--- config.mk ---
export PLATFORM = sky130hd
export DESIGN_NAME = crc_serial_engine
export DESIGN_NICKNAME = d
export VERILOG_FILES = /design/src/rtl/crc_pkg.sv /design/src/rtl/crc_lfsr_step.sv /design/src/rtl/crc_serial_engine.sv
export SDC_FILE = /design/constraint.sdc
export NUM_CORES = 1
export LEC_CHECK = 0
export ABC_AREA = 1
export CAP_MARGIN = 25
export CORE_MARGIN = 2
export CORE_UTILIZATION = 30
export CTS_CLUSTER_DIAMETER = 100
export DETAILED_ROUTE_END_ITERATION = 10
export PLACE_DENSITY = 0.53
export RECOVER_POWER = 25
export SLEW_MARGIN = 10
export SYNTH_ARGS = -nofsm -noshare
export SYNTH_HDL_FRONTEND = slang
export SYNTH_SLANG_ARGS = --single-unit
--- constraint.sdc ---
create_clock -name CLK -period 1.74 [get_ports CLK]
set_input_delay 0.348 -clock CLK [delete_from_list [all_inputs] [get_ports CLK]]
set_output_delay 0.348 -clock CLK [all_outputs]
set_load 0.01 [all_outputs]
--- src/rtl/crc_pkg.sv ---
// Shared definitions for the serial CRC engine family: FSM state encoding
// and the polynomial/seed pairs of the CRC-8 variants the engine is built for.
package crc_pkg;

  typedef enum logic [1:0] {
    IDLE  = 2'd0,
    SHIFT = 2'd1,
    EMIT  = 2'd2
  } crc_state_e;

  // Tap masks are in the right-shifting (reflected) form used by crc_lfsr_step.
  localparam logic [7:0] CRC8_POLY       = 8'h44;
  localparam logic [7:0] CRC8_SEED       = 8'hD8;
  localparam logic [7:0] CRC8_MAXIM_POLY = 8'h8C;
  localparam logic [7:0] CRC8_MAXIM_SEED = 8'h00;
  localparam logic [7:0] CRC8_ROHC_POLY  = 8'hE0;
  localparam logic [7:0] CRC8_ROHC_SEED  = 8'hFF;

endpackage

--- src/rtl/crc_lfsr_step.sv ---
// One-bit combinational LFSR step: the feedback bit enters at the MSB and is
// XORed into every lower position whose POLY bit is set.
module crc_lfsr_step
  import crc_pkg::*;
#(
  parameter int               WIDTH = 8,
  parameter logic [WIDTH-1:0] POLY  = WIDTH'(CRC8_POLY)
) (
  input  logic [WIDTH-1:0] L,
  input  logic             d,
  output logic [WIDTH-1:0] next
);

  logic w_fb;

  always_comb begin
    w_fb = L[0] ^ d;
    next = '0;
    for (int i = 0; i < WIDTH - 1; i++) begin
      next[i] = L[i+1] ^ (POLY[i] & w_fb);
    end
    next[WIDTH-1] = w_fb;
  end

endmodule

--- src/rtl/crc_serial_engine.sv ---
// Bit-serial CRC engine: absorbs a frame while Active is high, then either
// shifts the CRC out LSB-first (generate) or reports whether the residue is zero (check).
module crc_serial_engine
  import crc_pkg::*;
#(
  parameter int               WIDTH = 8,
  parameter logic [WIDTH-1:0] POLY  = WIDTH'(CRC8_POLY),
  parameter logic [WIDTH-1:0] SEED  = WIDTH'(CRC8_SEED)
) (
  input  logic             CLK,
  input  logic             RST,
  input  logic             Data,
  input  logic             Active,
  input  logic             Mode,
  output logic             CRC,
  output logic             valid,
  output logic [WIDTH-1:0] crc_par,
  output logic             crc_ok,
  output logic             chk_vld,
  output logic             busy
);

  localparam int CNT_W = $clog2(WIDTH) + 1;

  crc_state_e       r_state;
  logic [WIDTH-1:0] r_lfsr;
  logic             r_crc;
  logic             r_valid;
  logic [WIDTH-1:0] r_crcPar;
  logic             r_crcOk;
  logic             r_chkVld;
  logic             r_busy;
  logic [CNT_W-1:0] r_cnt;
  logic             r_modeQ;

  crc_state_e       w_state;
  logic [WIDTH-1:0] w_lfsr;
  logic             w_crc;
  logic             w_valid;
  logic [WIDTH-1:0] w_crcPar;
  logic             w_crcOk;
  logic             w_chkVld;
  logic [CNT_W-1:0] w_cnt;
  logic             w_modeQ;
  logic [WIDTH-1:0] w_stepIn;
  logic [WIDTH-1:0] w_stepOut;

  // Outside SHIFT every absorbed bit starts a new frame, so it steps from SEED.
  assign w_stepIn = (r_state == SHIFT) ? r_lfsr : SEED;

  crc_lfsr_step #(
    .WIDTH (WIDTH),
    .POLY  (POLY)
  ) u_step (
    .L    (w_stepIn),
    .d    (Data),
    .next (w_stepOut)
  );

  always_ff @(posedge CLK or negedge RST) begin
    if (!RST) begin
      r_state  <= IDLE;
      r_lfsr   <= SEED;
      r_crc    <= 1'b0;
      r_valid  <= 1'b0;
      r_crcPar <= '0;
      r_crcOk  <= 1'b0;
      r_chkVld <= 1'b0;
      r_busy   <= 1'b0;
      r_cnt    <= '0;
      r_modeQ  <= 1'b0;
    end else begin
      r_state  <= w_state;
      r_lfsr   <= w_lfsr;
      r_crc    <= w_crc;
      r_valid  <= w_valid;
      r_crcPar <= w_crcPar;
      r_crcOk  <= w_crcOk;
      r_chkVld <= w_chkVld;
      r_busy   <= (w_state != IDLE);
      r_cnt    <= w_cnt;
      r_modeQ  <= w_modeQ;
    end
  end

  always_comb begin
    w_state  = r_state;
    w_lfsr   = r_lfsr;
    w_crc    = r_crc;
    w_valid  = r_valid;
    w_crcPar = r_crcPar;
    w_crcOk  = r_crcOk;
    w_chkVld = 1'b0;
    w_cnt    = r_cnt;
    w_modeQ  = r_modeQ;
    unique case (r_state)
      IDLE: begin
        if (Active) begin
          w_lfsr  = w_stepOut;
          w_modeQ = Mode;
          w_state = SHIFT;
        end
      end
      SHIFT: begin
        if (Active) begin
          w_lfsr = w_stepOut;
        end else if (!r_modeQ) begin
          // First CRC bit leaves on the same edge that ends the frame.
          w_crc    = r_lfsr[0];
          w_lfsr   = {1'b0, r_lfsr[WIDTH-1:1]};
          w_crcPar = r_lfsr;
          w_valid  = 1'b1;
          w_cnt    = CNT_W'(1);
          w_state  = EMIT;
        end else begin
          w_crcOk  = (r_lfsr == '0);
          w_chkVld = 1'b1;
          w_state  = IDLE;
        end
      end
      EMIT: begin
        if (Active) begin
          w_valid = 1'b0;
          w_cnt   = '0;
          w_lfsr  = w_stepOut;
          w_modeQ = Mode;
          w_state = SHIFT;
        end else if (r_cnt == CNT_W'(WIDTH)) begin
          w_valid = 1'b0;
          w_cnt   = '0;
          w_state = IDLE;
        end else begin
          w_crc  = r_lfsr[0];
          w_lfsr = {1'b0, r_lfsr[WIDTH-1:1]};
          w_cnt  = r_cnt + CNT_W'(1);
        end
      end
      default: w_state = IDLE;
    endcase
  end

  assign CRC     = r_crc;
  assign valid   = r_valid;
  assign crc_par = r_crcPar;
  assign crc_ok  = r_crcOk;
  assign chk_vld = r_chkVld;
  assign busy    = r_busy;

endmodule

# ---- Yosys cells after proc, flatten, opt, wreduce, memory -nomap -nowiden
# Cells that the tools add are included.
dict set report classes {
  n_eq_ne 11
  addsub 1
  reduce_logical 13
  bitwise 5
  n_mux 31
}
# op n
set ops {}
lappend ops {{8-bit two-way mux} 6}
lappend ops {{8-bit one-hot mux with 3 select lines} 1}
lappend ops {{4-bit two-way mux} 4}
lappend ops {{1-bit two-way mux} 11}
lappend ops {{2-bit two-way mux} 5}
lappend ops {{2-bit != test, second input constant} 5}
lappend ops {{3-bit != test, second input constant} 3}
lappend ops {{3-bit AND reduction} 3}
lappend ops {{8-bit zero test} 1}
lappend ops {{4-bit one-hot mux with 2 select lines} 1}
lappend ops {{4-bit AND reduction} 2}
lappend ops {{2-bit one-hot mux with 3 select lines} 1}
lappend ops {{5-bit AND reduction} 1}
lappend ops {{4-bit by 1-bit adder with 4-bit output, second input constant} 1}
lappend ops {{4-bit == test, second input constant} 1}
lappend ops {{1-bit one-hot mux with 2 select lines} 2}
lappend ops {{2-bit nonzero test} 2}
lappend ops {{3-bit nonzero test} 1}
lappend ops {{1-bit XOR} 3}
lappend ops {{2-bit by 1-bit == test with 1-bit output, second input constant} 1}
lappend ops {{2-bit == test, second input constant} 1}
lappend ops {{2-bit zero test} 1}
lappend ops {{1-bit inverter} 2}
lappend ops {{2-bit AND reduction} 1}
lappend ops {{2-bit OR reduction} 1}
dict set report word_totals {
  wordCells 71
  ff_bits 28
  in_bits 5
}

# ---- Longest topological paths before layout
dict set report logic_depth {
  ltp_word 6
  ltp_mapped 10
}

# ---- Modules after synthesis
# A second synthesis with hierarchy kept.
dict set report hier_totals {
  hier_cells 210
  hier_area_um2 1651.6
}
# module cells_per_inst instances area_per_inst_um2
set modules_own_cells {}
lappend modules_own_cells {crc_serial_engine 189 1 1545.2}
lappend modules_own_cells {crc_lfsr_step 21 1 106.4}

# ---- Worst setup path before layout
# OpenSTA, ideal clock, no wires.
dict set report synth_path {
  path_kind {reg2reg}
  start {register r_state[0]}
  end {register r_lfsr[1]}
  arrival_ns 1.300
  path_buffers 2
  synth_period_minus_slack_ns 1.417
  setup_slack_ns 0.323
  stages_incl_launch_ff 10
  path_cell_list {dfrtp_1 > ha_1 > buf_6 > nand2_2 > nor2_4 > nor2_4 > nand2_4 > buf_12 > nand2_2 > o21ai_2}
}
dict set report synth_between {
  elab_chain_len 4
  elab_cells_between_ends 13
  cone_classes {eq/ne: 5; mux: 5; reduce/logical: 3}
}
# element line_no
set synth_rtl {}
lappend synth_rtl {{start: declaration} crc_serial_engine.sv:25} ;# crc_state_e r_state;
lappend synth_rtl {{start signal: assignment} crc_serial_engine.sv:73} ;# r_state <= w_state;
lappend synth_rtl {{2-bit by 1-bit == test with 1-bit output} {crc_serial_engine.sv:49, crc_serial_engine.sv:96}}
lappend synth_rtl {{8-bit two-way mux} crc_serial_engine.sv:49} ;# assign w_stepIn = (r_state == SHIFT) ? r_lfsr : SEED;
lappend synth_rtl {{8-bit two-way mux (on tied branches)} {crc_serial_engine.sv:122, crc_serial_engine.sv:98, crc_serial_engine.sv:105}}
lappend synth_rtl {{8-bit one-hot mux with 3 select lines} crc_serial_engine.sv:96} ;# unique case (r_state)
lappend synth_rtl {{end signal: assignment} crc_serial_engine.sv:74} ;# r_lfsr <= w_lfsr;
lappend synth_rtl {{end: declaration} crc_serial_engine.sv:26} ;# logic [WIDTH-1:0] r_lfsr;
# Several ways; a longest one is shown, not always the timed one. The select of a mux whose other input is x is not followed.
# A chain may end at the register's enable or synchronous reset.

# ---- Worst setup path after layout
dict set report layout_path {
  start {register r_crcOk, in the netlist crc_ok}
  end {output crc_ok}
}
# element line_no
set layout_rtl {}
lappend layout_rtl {{start: declaration} crc_serial_engine.sv:30} ;# logic r_crcOk;
lappend layout_rtl {{start signal: assignment} crc_serial_engine.sv:78} ;# r_crcOk <= w_crcOk;
lappend layout_rtl {{end: declaration} crc_serial_engine.sv:18} ;# output logic crc_ok,
# No word-level cell between the ends.

==> summary.md <==
| Metric | Value |
|---|---|
| Status | finished, final reports clean |
| Combinational Power Share | between 50% and 60% |
| Worst clock skew | approximately 0.0024 ns |
| NetSw | 1.42 mW |
| Post-synth top cells | nand2_1 (49), dfrtp_1 (24), inv_1 (23), nand3_1 (15), nor2_1 (14) |
| Nets | ~220 |
| Number of cells on the critical path | 1 |
| I/O pin count | 18 |
| PwrDens | between 1500 and 2000 nW/µm² |
| Core area | around 5000 µm² |
| Top delay family on crit path | buffers and inverters |
| Post-layout min period | about 1.5 ns |
| Drt pass-1 iters | 4 |
| Critical-path cell list | clkdlybuf4s50_1 |
| Critical path class | reg -> out |
| Worst hold slack | just under 0.5 ns |
| RSZ-0062 raised after global routing | false |
| Rel. slew slack | about 54% |
| Die width | 75.8 µm |
| Clock Pin Slew Worst Setup and Hold Paths | about 0.1 ns |
| CP max stage delay | ~0.53 ns |
| Final hold vios | 0 |
| Root Driver | clkbuf_8 |
| Via Count | approximately 1100 |
| Synth top area share | slightly below 40% |
| Row count | 26 |
| H-tree levels | 1 |
| Setup bufs post-CTS | 0 |
| Hold path cells | 2 |
| Cts bufs inserted | 3 |
| Syn Area/Cell | 8.27 µm² |
| Placer Congestion | between 0.7 and 0.8 |
| Post-synth top flop | dfrtp_1 |
| Post-synth cell types | 22 |
| Port Buffer Count | 17 |
| Top cells by area, synth | dfrtp_1 (39%), nand2_1 (12%), dfstp_2 (6.8%), ha_1 (5.7%), inv_1 (5.6%) |
| Max VDD drop | about 0.62 mV |
| Worst hold path class | reg -> reg |
| Power Total | between 3 and 4 mW |
| Pin count of the biggest net entering global routing | 29 |
| Int Pwr | around 2.0 mW |
| Yosys top cell by area | dfrtp_1 |
| CP startpoint kind | flip-flop |
| TritonCTS clock tree | built |
| CTS Buffer Depth | 2 |
| Antenna viol nets, final | 0 |
| Number of synthesized flops with an enable pin | 0 |
| Most common cell in the netlist | nand2_1 |
| YS warnings | 0 |
| Sw Ratio | about 41% |
| Seq cells post-synth | 28 |
| Asr flop ratio synth | 100% |
| Routed len/inst | 10.0 µm |
| Residual DRC | 0 |
| Worst-Margin Slew | 0.696 ns |
| Post-DP HPWL | 2180 µm |
| R2R depth | 9 |
| Initial antenna violation count | 0 |
| GR Overflow Total | 0 |
| CP Buf/Inv Count | 1 |
| Drt total wl | ~2800 µm |
| Die area | ~5700 µm² |
| Setup TNS | 0 ns |
| Chip height | between 70 and 80 µm |
| Synthesized netlist net count | ~200 |
| Diodes inserted | 0 |
| CP endpoint kind | output pin |
| Vias per inst | 4.06 |
| Layout area overhead | 23.2% |
| Max-slew violations | 0 |
| Share of cells above drive strength 1 | a little under a fifth |
| # Max-Cap Violations | 0 |
| First-pass GRT wire length | about 5000 µm |
| Clock power share | between 10 and 15% |
| Tcrit/Tclk final | 87.4% |
| # clock sinks | 28 |
| Critical-path top delay cell | clkdlybuf4s50_1 |
| Leak pwr | 0.921 nW |
| Final core occ | 37.8% |
| Fmax | between 600 and 700 MHz |
| Final setup viols | 0 |
| Worst Path Arrival | ~1.2 ns |
| Iter 0 DRT Violations | 43 |
| Cell count after synthesis | between 150 and 200 |
| Seq/Total Area, Yosys | between 40% and 50% |
| Total global-route track usage | ~11% |
| Flop pwr share | ~34% |
| Worst EP required | ~1.4 ns |
| Clk_lat worst skew | approximately 0.27 ns |
| Initial Utilization | between 30% and 40% |
| Crit-path max FO | 2 |
| Mapped cell area | roughly 1500 µm² |
| Vias in the first global route | about 1100 |
-- logic make-up (layout without fill, tap and decap cells) --
group,count (synthesis),in the layout,synth area share (%)
buf+inv,30,54,9.55
compound gates,26,26,9.87
fa+ha+maj,7,7,5.66
simple gates,96,96,29.3
flops,28,28,45.6
-- state kept, by name, indices dropped and copies added (netlist names) --
register	flops
r_cnt	4
busy	1
crc_ok	1
r_lfsr	8
crc_par	8
valid	1
r_state	2
CRC	1
chk_vld	1
r_modeQ	1
-- area by class of cell --
class	count	area (µm²)
Timing Repair Buffer	24	245
Tap cell	70	87.6
Fill cell	549	3140
Multi-Input combinational cell	129	696
Inverter	26	100
Sequential cell	28	706
Clock buffer	3	41.3
Clock inverter	1	30.0
-- per-layer routing --
metal | track usage, % | vias to the layer above | routed length, µm
met2 | 17.6 | 13 | 1200
met3 | 1.19 | 2 | 57
met4 | 2.92 | 0 | 18
met5 | 0 | - | 0
met1 | 15.9 | 485 | 1550
li1 | - | 642 | -
-- placed cells by master, fill, tap and decap left out --
| master | count |
|---|---|
| clkdlybuf4s50_1 | 16 |
| dfstp_2 | 4 |
| ha_2 | 1 |
| nor2_2 | 2 |
| clkbuf_2 | 1 |
| clkbuf_8 | 3 |
| o21ai_2 | 6 |
| buf_4 | 4 |
| nand2_2 | 7 |
| inv_2 | 2 |
| ha_1 | 6 |
| nor2_4 | 3 |
| a21oi_1 | 4 |
| o21ai_1 | 8 |
| nand2_4 | 3 |
| nor3_1 | 1 |
| inv_1 | 23 |
| nand4_1 | 2 |
| dlygate4sd3_1 | 1 |
| bufinv_16 | 1 |
| nand3_1 | 15 |
| nand2_1 | 49 |
| inv_4 | 1 |
| nor2_1 | 14 |
| o21ai_0 | 8 |
| dfrtp_1 | 24 |
| buf_12 | 2 |
-- final timing paths --
kind                            start          to  slack, ns
max in group asynchronous         RST  crc_par[7]       0.66
min in group asynchronous         RST        busy       0.63
hold / removal                    CRC         CRC       0.49
setup / recovery               crc_ok      crc_ok       0.22
hold reg to reg                   CRC         CRC       0.49
setup reg to reg           r_state[1]   r_lfsr[2]       0.22
-- power groups by stage --
stage | clock, mW | combinational [mW] | sequential [mW]
after detailed placement | 0 | 1.79 | 1.20
final | 0.512 | 1.77 | 1.18
after floorplan | 0 | 1.26 | 1.20
after CTS | 0.531 | 1.80 | 1.18
after global placement | 0 | 1.80 | 1.19
after global routing | 0.547 | 2.05 | 1.22
-- repair_timing --
item                       in CTS  in global routing
hold buffers                    0                  0
gates resized for setup         0                  1
setup endpoints to repair       0                  1
-- through the flow --
step	instance area [µm²]	cells	setup slack, ns
floorplan	1550	187	0.323
global placement	1830	277	0.0656
detailed placement	1830	277	0.0444
CTS	1910	281	0.140
global route	1910	281	0.0386
finish	1910	281	0.220
No activity file was read; power rests on OpenSTA's default activity.
